### src/rtl/mem_access_unit.sv
// mem_access_unit
// MEM-stage load/store engine. It sits between the ALU/MEM and MEM/WB
// pipeline registers and drives a req/ready handshake to the data RAM.
// Non-memory instructions pass straight through in one cycle. Memory
// instructions are checked for legality and alignment, then issued as a
// single outstanding request. The pipeline is held while that request waits
// for the RAM. A request that waits too long is aborted with a bus-timeout
// exception.
module mem_access_unit #(
   parameter int unsigned MAX_WAIT = 255
) (
   input  logic        clk,
   input  logic        rst,
   input  logic [31:0] dataIn,
   input  logic [31:0] dataRs2In,
   input  logic [4:0]  dataCacheControlIn,
   input  logic        writeEnableIn,
   input  logic [4:0]  writeBackAddrIn,
   output logic        stallOut,
   output logic        memReq,
   output logic        memWe,
   output logic [31:0] memAddr,
   output logic [3:0]  memByteEn,
   output logic [31:0] memWdata,
   input  logic [31:0] memRdata,
   input  logic        memReady,
   output logic [31:0] dataOut,
   output logic        writeEnableOut,
   output logic [4:0]  writeBackAddrOut,
   output logic [1:0]  exceptionOut
);

   localparam logic [7:0] MAX_WAIT_C = 8'(MAX_WAIT);

   localparam logic [1:0] EXC_NONE    = 2'b00;
   localparam logic [1:0] EXC_MISALGN = 2'b01;
   localparam logic [1:0] EXC_ILLEGAL = 2'b10;
   localparam logic [1:0] EXC_TIMEOUT = 2'b11;

   typedef enum logic [0:0] {
      ST_IDLE = 1'b0,
      ST_REQ  = 1'b1
   } state_t;

   // Controller state and wait counter
   state_t      state_q;
   logic [7:0]  wait_cnt_q;

   // Registered outputs
   logic        mem_req_q;
   logic        mem_we_q;
   logic [31:0] mem_addr_q;
   logic [3:0]  mem_byte_en_q;
   logic [31:0] mem_wdata_q;
   logic [31:0] data_out_q;
   logic        wb_en_q;
   logic [4:0]  wb_addr_q;
   logic [1:0]  exc_q;

   // Attributes of the access in flight. They are captured at issue so that
   // completion never depends on what upstream presents later.
   logic [2:0]  acc_funct3_q;
   logic [1:0]  acc_lane_q;
   logic        acc_store_q;
   logic        acc_we_q;
   logic [4:0]  acc_rd_q;

   // Decode of the incoming instruction
   logic        is_mem_s;
   logic        is_store_s;
   logic [2:0]  funct3_s;
   logic [1:0]  lane_s;
   logic        legal_s;
   logic        misaligned_s;
   logic [1:0]  exc_code_s;
   logic [3:0]  byte_en_s;
   logic [31:0] lane_data_s;
   logic [31:0] store_data_s;

   // Read-data alignment and handshake status
   logic [31:0] shifted_s;
   logic [31:0] load_data_s;
   logic        timeout_s;
   logic        stall_s;

   assign is_mem_s     = dataCacheControlIn[4];
   assign is_store_s   = dataCacheControlIn[3];
   assign funct3_s     = dataCacheControlIn[2:0];
   assign lane_s       = dataIn[1:0];
   assign store_data_s = is_store_s ? lane_data_s : 32'h0000_0000;
   assign shifted_s    = memRdata >> {acc_lane_q, 3'b000};
   assign timeout_s    = (wait_cnt_q == MAX_WAIT_C);

   // Decode legality, alignment, lane enables and lane-replicated store data.
   always_comb begin
      legal_s      = 1'b0;
      misaligned_s = 1'b0;
      byte_en_s    = 4'b0000;
      lane_data_s  = 32'h0000_0000;
      exc_code_s   = EXC_NONE;

      case (funct3_s)
         3'b000: begin
            legal_s      = 1'b1;
            misaligned_s = 1'b0;
         end
         3'b001: begin
            legal_s      = 1'b1;
            misaligned_s = lane_s[0];
         end
         3'b010: begin
            legal_s      = 1'b1;
            misaligned_s = (lane_s != 2'b00);
         end
         3'b100: begin
            legal_s      = !is_store_s;
            misaligned_s = 1'b0;
         end
         3'b101: begin
            legal_s      = !is_store_s;
            misaligned_s = lane_s[0];
         end
         default: begin
            legal_s      = 1'b0;
            misaligned_s = 1'b0;
         end
      endcase

      // The low two funct3 bits give the access size for both signednesses.
      case (funct3_s[1:0])
         2'b00: begin
            byte_en_s   = 4'b0001 << lane_s;
            lane_data_s = {4{dataRs2In[7:0]}};
         end
         2'b01: begin
            byte_en_s   = lane_s[1] ? 4'b1100 : 4'b0011;
            lane_data_s = {2{dataRs2In[15:0]}};
         end
         2'b10: begin
            byte_en_s   = 4'b1111;
            lane_data_s = dataRs2In;
         end
         default: begin
            byte_en_s   = 4'b0000;
            lane_data_s = 32'h0000_0000;
         end
      endcase

      // An illegal funct3 takes precedence over an alignment fault.
      if (!legal_s) begin
         exc_code_s = EXC_ILLEGAL;
      end else if (misaligned_s) begin
         exc_code_s = EXC_MISALGN;
      end else begin
         exc_code_s = EXC_NONE;
      end
   end

   // Extract the addressed lane from the RAM word and extend it to 32 bits.
   always_comb begin
      load_data_s = 32'h0000_0000;
      case (acc_funct3_q)
         3'b000:  load_data_s = {{24{shifted_s[7]}}, shifted_s[7:0]};
         3'b001:  load_data_s = {{16{shifted_s[15]}}, shifted_s[15:0]};
         3'b010:  load_data_s = shifted_s;
         3'b100:  load_data_s = {24'h00_0000, shifted_s[7:0]};
         3'b101:  load_data_s = {16'h0000, shifted_s[15:0]};
         default: load_data_s = 32'h0000_0000;
      endcase
   end

   // Hold upstream while a legal access is being issued or is still waiting.
   // The stall drops in the completion or abort cycle so that upstream can
   // advance on that edge.
   always_comb begin
      stall_s = 1'b0;
      case (state_q)
         ST_IDLE: stall_s = is_mem_s && (exc_code_s == EXC_NONE);
         ST_REQ:  stall_s = !memReady && !timeout_s;
         default: stall_s = 1'b0;
      endcase
   end

   // Access controller: issue, wait/count, complete or abort, with registered outputs.
   always_ff @(posedge clk) begin
      if (rst) begin
         state_q       <= ST_IDLE;
         wait_cnt_q    <= 8'd0;
         mem_req_q     <= 1'b0;
         mem_we_q      <= 1'b0;
         mem_addr_q    <= 32'h0000_0000;
         mem_byte_en_q <= 4'b0000;
         mem_wdata_q   <= 32'h0000_0000;
         data_out_q    <= 32'h0000_0000;
         wb_en_q       <= 1'b0;
         wb_addr_q     <= 5'd0;
         exc_q         <= EXC_NONE;
         acc_funct3_q  <= 3'b000;
         acc_lane_q    <= 2'b00;
         acc_store_q   <= 1'b0;
         acc_we_q      <= 1'b0;
         acc_rd_q      <= 5'd0;
      end else begin
         // Exceptions are single-cycle pulses unless re-raised below.
         exc_q <= EXC_NONE;
         case (state_q)
            ST_IDLE: begin
               if (!is_mem_s) begin
                  data_out_q <= dataIn;
                  wb_en_q    <= writeEnableIn;
                  wb_addr_q  <= writeBackAddrIn;
               end else if (exc_code_s != EXC_NONE) begin
                  exc_q   <= exc_code_s;
                  wb_en_q <= 1'b0;
               end else begin
                  mem_req_q     <= 1'b1;
                  mem_we_q      <= is_store_s;
                  mem_addr_q    <= {dataIn[31:2], 2'b00};
                  mem_byte_en_q <= byte_en_s;
                  mem_wdata_q   <= store_data_s;
                  wait_cnt_q    <= 8'd0;
                  acc_funct3_q  <= funct3_s;
                  acc_lane_q    <= lane_s;
                  acc_store_q   <= is_store_s;
                  acc_we_q      <= writeEnableIn;
                  acc_rd_q      <= writeBackAddrIn;
                  wb_en_q       <= 1'b0;
                  state_q       <= ST_REQ;
               end
            end
            ST_REQ: begin
               // Completion wins over an abort arriving on the same edge.
               if (memReady) begin
                  mem_req_q <= 1'b0;
                  mem_we_q  <= 1'b0;
                  state_q   <= ST_IDLE;
                  if (acc_store_q) begin
                     wb_en_q <= 1'b0;
                  end else begin
                     data_out_q <= load_data_s;
                     wb_en_q    <= acc_we_q;
                     wb_addr_q  <= acc_rd_q;
                  end
               end else if (timeout_s) begin
                  mem_req_q <= 1'b0;
                  mem_we_q  <= 1'b0;
                  exc_q     <= EXC_TIMEOUT;
                  wb_en_q   <= 1'b0;
                  state_q   <= ST_IDLE;
               end else begin
                  wait_cnt_q <= wait_cnt_q + 8'd1;
               end
            end
            default: begin
               state_q   <= ST_IDLE;
               mem_req_q <= 1'b0;
               mem_we_q  <= 1'b0;
            end
         endcase
      end
   end

   assign stallOut         = stall_s;
   assign memReq           = mem_req_q;
   assign memWe            = mem_we_q;
   assign memAddr          = mem_addr_q;
   assign memByteEn        = mem_byte_en_q;
   assign memWdata         = mem_wdata_q;
   assign dataOut          = data_out_q;
   assign writeEnableOut   = wb_en_q;
   assign writeBackAddrOut = wb_addr_q;
   assign exceptionOut     = exc_q;

endmodule

### config.mk
export PLATFORM = sky130hd
export DESIGN_NAME = mem_access_unit
export DESIGN_NICKNAME = d
export VERILOG_FILES = /design/src/rtl/mem_access_unit.sv
export SDC_FILE = /design/constraint.sdc
export NUM_CORES = 1
export LEC_CHECK = 0
export ABC_CLOCK_PERIOD_IN_PS = 2650
export BUFFER_PORTS_ARGS = -buffer_cell sky130_fd_sc_hd__buf_2
export CAP_MARGIN = 10
export CORE_ASPECT_RATIO = 2
export CORE_UTILIZATION = 55
export DETAILED_ROUTE_END_ITERATION = 7
export GPL_TIMING_DRIVEN = 0
export PLACE_DENSITY = 0.95
export SLEW_MARGIN = 20
export SYNTH_ARGS = -nofsm -noshare
export SYNTH_HDL_FRONTEND = slang
export SYNTH_SLANG_ARGS = --single-unit
export TNS_END_PERCENT = 20
### constraint.sdc
create_clock -name clk -period 2.65 [get_ports clk]
set_clock_uncertainty 0.15 [all_clocks]
set_input_delay 0.1325 -clock clk [delete_from_list [all_inputs] [get_ports clk]]
set_output_delay 0.1325 -clock clk [all_outputs]
set_load 0.01 [all_outputs]
==> impl_metrics.py, run 1 <==
metrics = {
    "timing": {
        "slew_headroom_pct": 39.0,
        "slew_violations": 0,
        "hold_viol": 0,
        "tightest_slew_ns": 0.916,
        "finalSetupViolCount": 0,
        "fmax_mhz": 404,
        "setup_tns_ns": 0,
        "rsz0062_at_grt": "false",
        "min_period_over_period_pct": 93.4,
        "period_minus_slack_ns": 2.47,
    },
    "power_and_ir_drop": {
        "leakagePower_nw": 3.89,
        "p_sw_share_pct": 30.4,
        "power.internal_mw": 3.92,
        "peakVddDrop_mv": 0.497,
        "clock_power_share_pct": 42.2,
        "power.density_nw_per_um2": 615,
        "seq_power_share_pct": 37.6,
        "switchingPower_mw": 1.71,
        "p_comb_share_pct": 20.1,
        "total_power_mw": 5.63,
    },
    "setup_path": {
        "crit_buf_inv": 2,
        "cp_data_required_time_ns": 2.77,
        "end_kind": "register",
        "crit_top_cell": "mux2i_1",
        "worst_path_max_delay_cell": "a221oi_1",
        "path_max_fanout": 10,
        "arrival_ns": 2.60,
        "critPathMaxStageDelay_ns": 0.81,
        "worstSetupStartpointType": "register",
        "crit_chain": "buf_2 > buf_4 > mux2i_1 > mux2i_1 > a221oi_1 > nor3_1",
        "cpLargestDelayFamily": "compound AO/OA/AOI/OAI gates",
        "criticalPathCategory": "register to register",
    },
    "drt": {
        "detail-route-antenna-nets": 0,
        "first_iter_violations": 846,
        "route.detailed.drc": 0,
        "first_pass_iters": 7,
        "drt-vias-per-instance": 6.66,
        "num_vias": 8256,
        "routed_wl_mm": 28.0,
        "post_drt_wl_per_cell_um": 22.6,
    },
    "grt": {
        "gr-total-overflow": 0,
        "grt_pass1_vias": 8210,
        "track_usage_pct": 44.8,
        "antenna_found_initial": 0,
        "grt_max_degree": 17,
        "grt_pass1_wl_mm": 43.0,
    },
    "clocking": {
        "clk_pin_slew_ns": 0.06,
        "numCtsBuffers": 17,
        "cts-root-buf": "clkbuf_16",
        "ctsLongestPathBuffers": 2,
        "cts_setup_buffers": 0,
        "cts_tree": "yes",
        "cts_sinks": 129,
        "clock_latency_ns": 0.43,
        "cts.htree.levels": 4,
        "cts_resized": 0,
    },
    "finish": {
        "num-fill-cells": 829,
        "design_area_um2": 9160,
        "nNetsFinal": 1190,
        "final_common_cell": "buf_2",
        "ff_latch_area_um2": 2580,
        "final_cell_mix": "buf_2 (239), dfxtp_1 (129), a21oi_1 (82), mux2i_1 (55), o21ai_0 (55)",
        "multiInputGateArea_um2": 3740,
        "syn2layout_area_growth_pct": 35.1,
        "layout-drive-gt1-share_pct": 28.7,
        "n_antenna_cell": 0,
    },
    "floorplan": {
        "die_y_um": 159,
        "initial_utilization_pct": 56.2,
        "row_count": 57,
        "core_area_um2": 12100,
        "ios": 221,
        "dieArea_um2": 12800,
        "dieWidth_um": 80.5,
    },
    "place": {
        "gp_congestion": 1.04,
        "io_buffers": 214,
        "dp_hpwl_mm": 19.1,
        "post_dp_cell_area_um2": 8040,
    },
    "yosys": {
        "async_reset_ff_share_pct": 0,
        "ys.warnings.count": 0,
        "synth_top_family_by_area": "compound AO/OA/AOI/OAI gates",
        "synth_compound_area_share_pct": 29.7,
        "syn_avg_cell_area_um2": 8.56,
        "synth-simple-area-share_pct": 16.8,
        "synth.mux.area_fraction_pct": 8.12,
        "ys_ff_latch": 129,
        "yosys.area_share.adder_pct": 0.185,
        "synth_seq_area_share_pct": 38.1,
        "synth_ff_type": "dfxtp_1",
        "synth_area_um2": 6780,
        "synth-edff-count": 0,
        "netlist_instances": 792,
        "synthXorXnorAreaFrac_pct": 0.258,
        "synth_cell_type_count": 65,
    },
    "job": {
        "drv_cap": 0,
    },
    "hold_path": {
        "hold_class": "input pin to register",
    },
    "status": {
        "status": "complete, no violations",
    },
}
-- area by class of cell --
cell class / count / area share [%]
repair buffers: 267 / 17.5
flip-flops and latches: 129 / 28.2
multi-input cells: 569 / 40.8
well taps: 147 / 2.01
inverters: 8 / 0.328
plain buffers: 87 / 4.69
clock inverters: 12 / 1.45
clock buffers: 20 / 4.99
-- flip-flops by register name, indices dropped and copies added, names as in the netlist --
signal	count
memAddr	30
acc_lane_q	2
writeEnableOut	1
dataOut	32
memWdata	32
memWe	1
exceptionOut	2
writeBackAddrOut	5
acc_we_q	1
acc_funct3_q	3
state_q	1
memByteEn	4
acc_store_q	1
memReq	1
wait_cnt_q	8
acc_rd_q	5
-- worst paths after layout --
kind,from,to,slack [ns],cells after the start
worst max register to register,acc_lane_q[0]$_SDFFE_PP0P_,dataOut[5]$_SDFFE_PP0P_,0.18,6
worst min-delay path,dataRs2In[16],memWdata[16]$_SDFFE_PP0P_,0.002,4
worst min register to register,memWdata[0]$_SDFFE_PP0P_,memWdata[0]$_SDFFE_PP0P_,0.32,2
worst max-delay path,acc_lane_q[0]$_SDFFE_PP0P_,dataOut[5]$_SDFFE_PP0P_,0.18,6
-- worst reg2reg max path, stage by stage (launching register included) --
cell and delay (ns):
dfxtp_1 0.30, buf_2 0.17, buf_4 0.24, mux2i_1 0.40, mux2i_1 0.16, a221oi_1 0.81, nor3_1 0.11
-- power groups by stage --
stage / logic, mW / clock network (mW) / registers [mW]
2_1_floorplan: 0.555 / 0 / 2.19
3_3_place_gp: 0.987 / 0 / 2.15
3_5_place_dp: 1.01 / 0 / 2.15
4_1_cts: 1.08 / 2.34 / 2.11
5_1_grt: 1.20 / 2.43 / 2.13
6_report: 1.13 / 2.38 / 2.12
-- logic make-up after synthesis --
kind of cell    Yosys count
xor+xnor                  2
simple gates            207
other cells               1
fa+ha+maj                 1
flops                   129
compound gates          302
mux                      55
buf+inv                  95
-- repair_timing --
item                       CTS  global route
hold endpoints to repair    70             0
setup endpoints to repair    0             0
hold buffers                53             0
-- cells in the mapped netlist (2+ instances only) --
library cell / count / area share [%]
inv_1: 7 / 0.39
a2111oi_0: 2 / 0.26
nand3_1: 43 / 3.2
nand2_1: 11 / 0.61
nand2b_1: 16 / 1.5
a22o_1: 9 / 1.2
o21ai_1: 47 / 3.5
or3_1: 2 / 0.18
o2bb2ai_1: 9 / 1.2
buf_6: 2 / 0.33
o211ai_1: 2 / 0.22
o21ai_0: 55 / 4.1
a21oi_1: 82 / 6.1
nor2_1: 47 / 2.6
a221oi_1: 22 / 2.8
a211oi_1: 12 / 1.3
nor2b_1: 13 / 1.2
dfxtp_1: 129 / 38
xor2_1: 2 / 0.26
nor3_1: 11 / 0.81
buf_1: 8 / 0.44
nand4_1: 34 / 3.1
o211a_1: 2 / 0.30
o21bai_1: 14 / 1.6
o21a_1: 2 / 0.22
a221oi_2: 9 / 2.0
a21o_1: 2 / 0.22
o31ai_1: 8 / 0.89
o2111ai_1: 3 / 0.39
clkbuf_1: 37 / 2.0
and2_1: 2 / 0.18
mux2i_1: 55 / 8.1
and3_1: 6 / 0.55
buf_4: 15 / 1.7
nand3b_1: 11 / 1.2
a211oi_2: 8 / 1.5
buf_2: 25 / 1.8
-- per-layer routing --
| layer | wire (µm) | track usage, % | share of wire, % |
|---|---|---|---|
| met3 | 2780 | 14.1 | 9.9 |
| met1 | 8700 | 43.8 | 31 |
| met4 | 3310 | 45.2 | 12 |
| met2 | 13300 | 70.5 | 47 |
| met5 | 0 | 0 | 0 |
-- stage by stage --
stage	hold slack (ns)	setup WS [ns]	std cells	utilization (%)
floorplan	0.126	0.971	793	-
global placement	0.250	0.585	1154	66.7
detailed placement	0.262	0.548	1154	66.7
CTS	0.00878	0.303	1239	76.0
global route	0.0326	0.0969	1239	76.0
finish	0.00213	0.176	1239	76.0
No activity file was read; power rests on OpenSTA's default activity.
==> inputs of run 2 (changes only) <==
--- a/config.mk
+++ b/config.mk
@@ -5,11 +5,14 @@
 export SDC_FILE = /design/constraint.sdc
 export NUM_CORES = 1
 export LEC_CHECK = 0
+export ABC_AREA = 1
 export ABC_CLOCK_PERIOD_IN_PS = 2650
 export BUFFER_PORTS_ARGS = -buffer_cell sky130_fd_sc_hd__buf_2
 export CAP_MARGIN = 10
+export CELL_PAD_IN_SITES_DETAIL_PLACEMENT = 0
+export CELL_PAD_IN_SITES_GLOBAL_PLACEMENT = 1
 export CORE_ASPECT_RATIO = 2
-export CORE_UTILIZATION = 55
+export CORE_UTILIZATION = 37
 export DETAILED_ROUTE_END_ITERATION = 7
 export GPL_TIMING_DRIVEN = 0
 export PLACE_DENSITY = 0.95
==> constraint.sdc (replaced) <==
create_clock -name clk -period 2.65 [get_ports clk]
set_clock_uncertainty 0.15 [all_clocks]
set_input_delay 0.53 -clock clk [delete_from_list [all_inputs] [get_ports clk]]
set_output_delay 0.53 -clock clk [all_outputs]
set_load 0.01 [all_outputs]
==> impl_metrics.py, run 2 <==
metrics = {
    "yosys": {
        "netlist_instances": 939,
        "synth_top_area_cell": "dfxtp_1",
        "async_reset_ff_share_pct": 0,
        "yosys-top-cells-area": "dfxtp_1 (41%), nand2_1 (13%), a21oi_1 (9.8%)",
        "synth_cell_type_count": 31,
        "synth_area_um2": 6280,
        "syn_avg_cell_area_um2": 6.69,
        "ys.warnings.count": 0,
        "synth_seq_area_share_pct": 41.1,
        "synthTopCellsByCount": "nand2_1 (214), dfxtp_1 (129), a21oi_1 (123)",
        "synthMostInstantiatedCell": "nand2_1",
        "synth-edff-count": 0,
        "ys_ff_latch": 129,
        "synth_top_area_share_pct": 41.1,
        "synth_ff_type": "dfxtp_1",
    },
    "timing": {
        "setup_tns_ns": 0,
        "tightest_slew_ns": 0.660,
        "setup_slack_ns": 0.0888,
        "slew_violations": 0,
        "finalSetupViolCount": 0,
        "slew_headroom_pct": 56.0,
        "fmax_mhz": 390,
        "min_period_over_period_pct": 96.7,
        "hold_viol": 0,
        "rsz0062_at_grt": "false",
        "period_minus_slack_ns": 2.56,
        "timing.hold.ws_ns": 0.214,
    },
    "setup_path": {
        "crit_chain": "ha_1 > nand2_1 > nor2_1 > nand2_1 > nand2_4 > nand2_2 > buf_2",
        "crit_buf_inv": 1,
        "r2r_slack_ns": 0.60,
        "path_max_fanout": 10,
        "criticalPathCategory": "register to output port",
        "cpLargestDelayFamily": "simple AND/OR/NAND/NOR gates",
        "arrival_ns": 1.88,
        "worstSetupStartpointType": "register",
        "end_kind": "output port",
        "worst_path_max_delay_cell": "dfxtp_1",
        "critPathMaxStageDelay_ns": 0.38,
        "crit_top_cell": "nand2_1",
        "cp_data_required_time_ns": 1.97,
    },
    "clocking": {
        "cts_hold_buf": 0,
        "numCtsBuffers": 17,
        "cts.htree.levels": 4,
        "cts_tree": "yes",
        "cts-root-buf": "clkbuf_16",
        "clock_latency_ns": 0.43,
        "ctsLongestPathBuffers": 2,
        "clk_pin_slew_ns": 0.06,
        "cts_sinks": 129,
        "cts_setup_buffers": 0,
    },
    "floorplan": {
        "dieArea_um2": 17500,
        "die_y_um": 186,
        "initial_utilization_pct": 37.7,
        "core_area_um2": 16700,
        "dieWidth_um": 94.1,
        "ios": 221,
        "row_count": 67,
    },
    "drt": {
        "post_drt_wl_per_cell_um": 16.8,
        "routed_wl_mm": 23.4,
        "drt-vias-per-instance": 5.09,
        "first_pass_iters": 5,
        "detail-route-antenna-nets": 0,
        "first_iter_violations": 317,
        "num_vias": 7095,
        "route.detailed.drc": 0,
    },
    "hold_path": {
        "hold_class": "input pin to register",
    },
    "grt": {
        "grt_pass1_vias": 6943,
        "antenna_found_initial": 0,
        "grt_pass1_wl_mm": 35.5,
        "grt_max_degree": 17,
        "gr-total-overflow": 0,
        "track_usage_pct": 27.0,
    },
    "finish": {
        "nNetsFinal": 1285,
        "n_antenna_cell": 0,
        "final_common_cell": "buf_2",
        "final_cell_mix": "buf_2 (231), nand2_1 (213), dfxtp_1 (129), a21oi_1 (123), nor2_1 (115)",
        "layout-drive-gt1-share_pct": 24.8,
        "syn2layout_area_growth_pct": 32.2,
    },
    "place": {
        "dpl_worst_slack_ns": 0.198,
        "dp_hpwl_mm": 18.6,
        "io_buffers": 215,
        "gp_congestion": 0.969,
    },
    "power_and_ir_drop": {
        "peakVddDrop_mv": 0.442,
        "total_power_mw": 5.86,
        "power.density_nw_per_um2": 706,
        "leakagePower_nw": 3.83,
    },
    "job": {
        "drv_cap": 0,
    },
    "status": {
        "status": "complete, no violations",
    },
}
[run 2: changes by cell type after synthesis, moves of 16 or more]
cell      previous run  this run
o21ai_0             55       112
nand3_1             43        96
a221oi_1            22         0
nand2b_1            16         0
nand2_1             11       214
mux2i_1             55         0
nor2_1              47       115
o21ai_1             47         3
nand4_1             34         1
inv_1                7        36
a21oi_1             82       123
[run 2: what timing repair did]
action	in CTS	in global routing
gates resized for setup	1	1
hold endpoints to repair	0	0
endpoints found under the setup margin	1	1
[run 2: power breakdown]
| part | leakage, nW | internal, mW | switching [mW] |
|---|---|---|---|
| combinational | 2.45 | 0.362 | 0.648 |
| clock | 0.329 | 1.78 | 0.944 |
| sequential | 1.06 | 2.07 | 0.0651 |
[run 2: metrics by stage]
stage	std cells	utilization, %	instance area [µm²]
floorplan	940	-	6290
global placement	1362	45.7	7620
detailed placement	1362	45.7	7620
CTS	1394	49.8	8300
global route	1394	49.8	8310
finish	1394	49.8	8310
[run 2: worst paths after layout]
kind | start | to | depth (start not counted)
setup / recovery | wait_cnt_q[0]$_SDFFE_PP0P_ | stallOut | 7
hold / removal | dataIn[13] | memAddr[13]$_SDFFE_PP0P_ | 3
setup reg to reg | state_q$_SDFF_PP0_ | dataOut[11]$_SDFFE_PP0P_ | 8
hold reg to reg | memReq$_SDFFE_PP0P_ | memReq$_SDFFE_PP0P_ | 2
[run 2: kinds of logic after synthesis]
kind of cell | count (synthesis) | synth area share, %
AND/OR/NAND/NOR | 444 | 29.7
AO/OA/AOI/OAI | 248 | 20.1
flip-flops | 129 | 41.1
buffers and inverters | 113 | 8.50
XOR/XNOR | 3 | 0.418
adder cells (fa/ha/maj) | 1 | 0.199
other | 1 | 0.0597
[run 2: area by class of cell]
cell class | count | area, µm²
clock buffer | 17 | 425
timing repair buffer | 215 | 1080
tap | 207 | 259
fill | 1819 | 8370
sequential | 129 | 2580
inverter | 43 | 161
multi-input combinational | 698 | 3180
clock inverter | 15 | 254
buffer | 70 | 373
[run 2: tightest hold or removal path: stages]
cell and delay (ns):
buf_2 0.09, o21ai_0 0.07, nor2_1 0.07
[run 2: routing by layer]
metal,GRT usage [%],vias up,wire (µm)
li1,-,3576,-
met1,24.5,3171,7860
met2,53.6,281,13100
met3,5.28,67,1300
met4,15.5,0,1120
met5,0,-,0
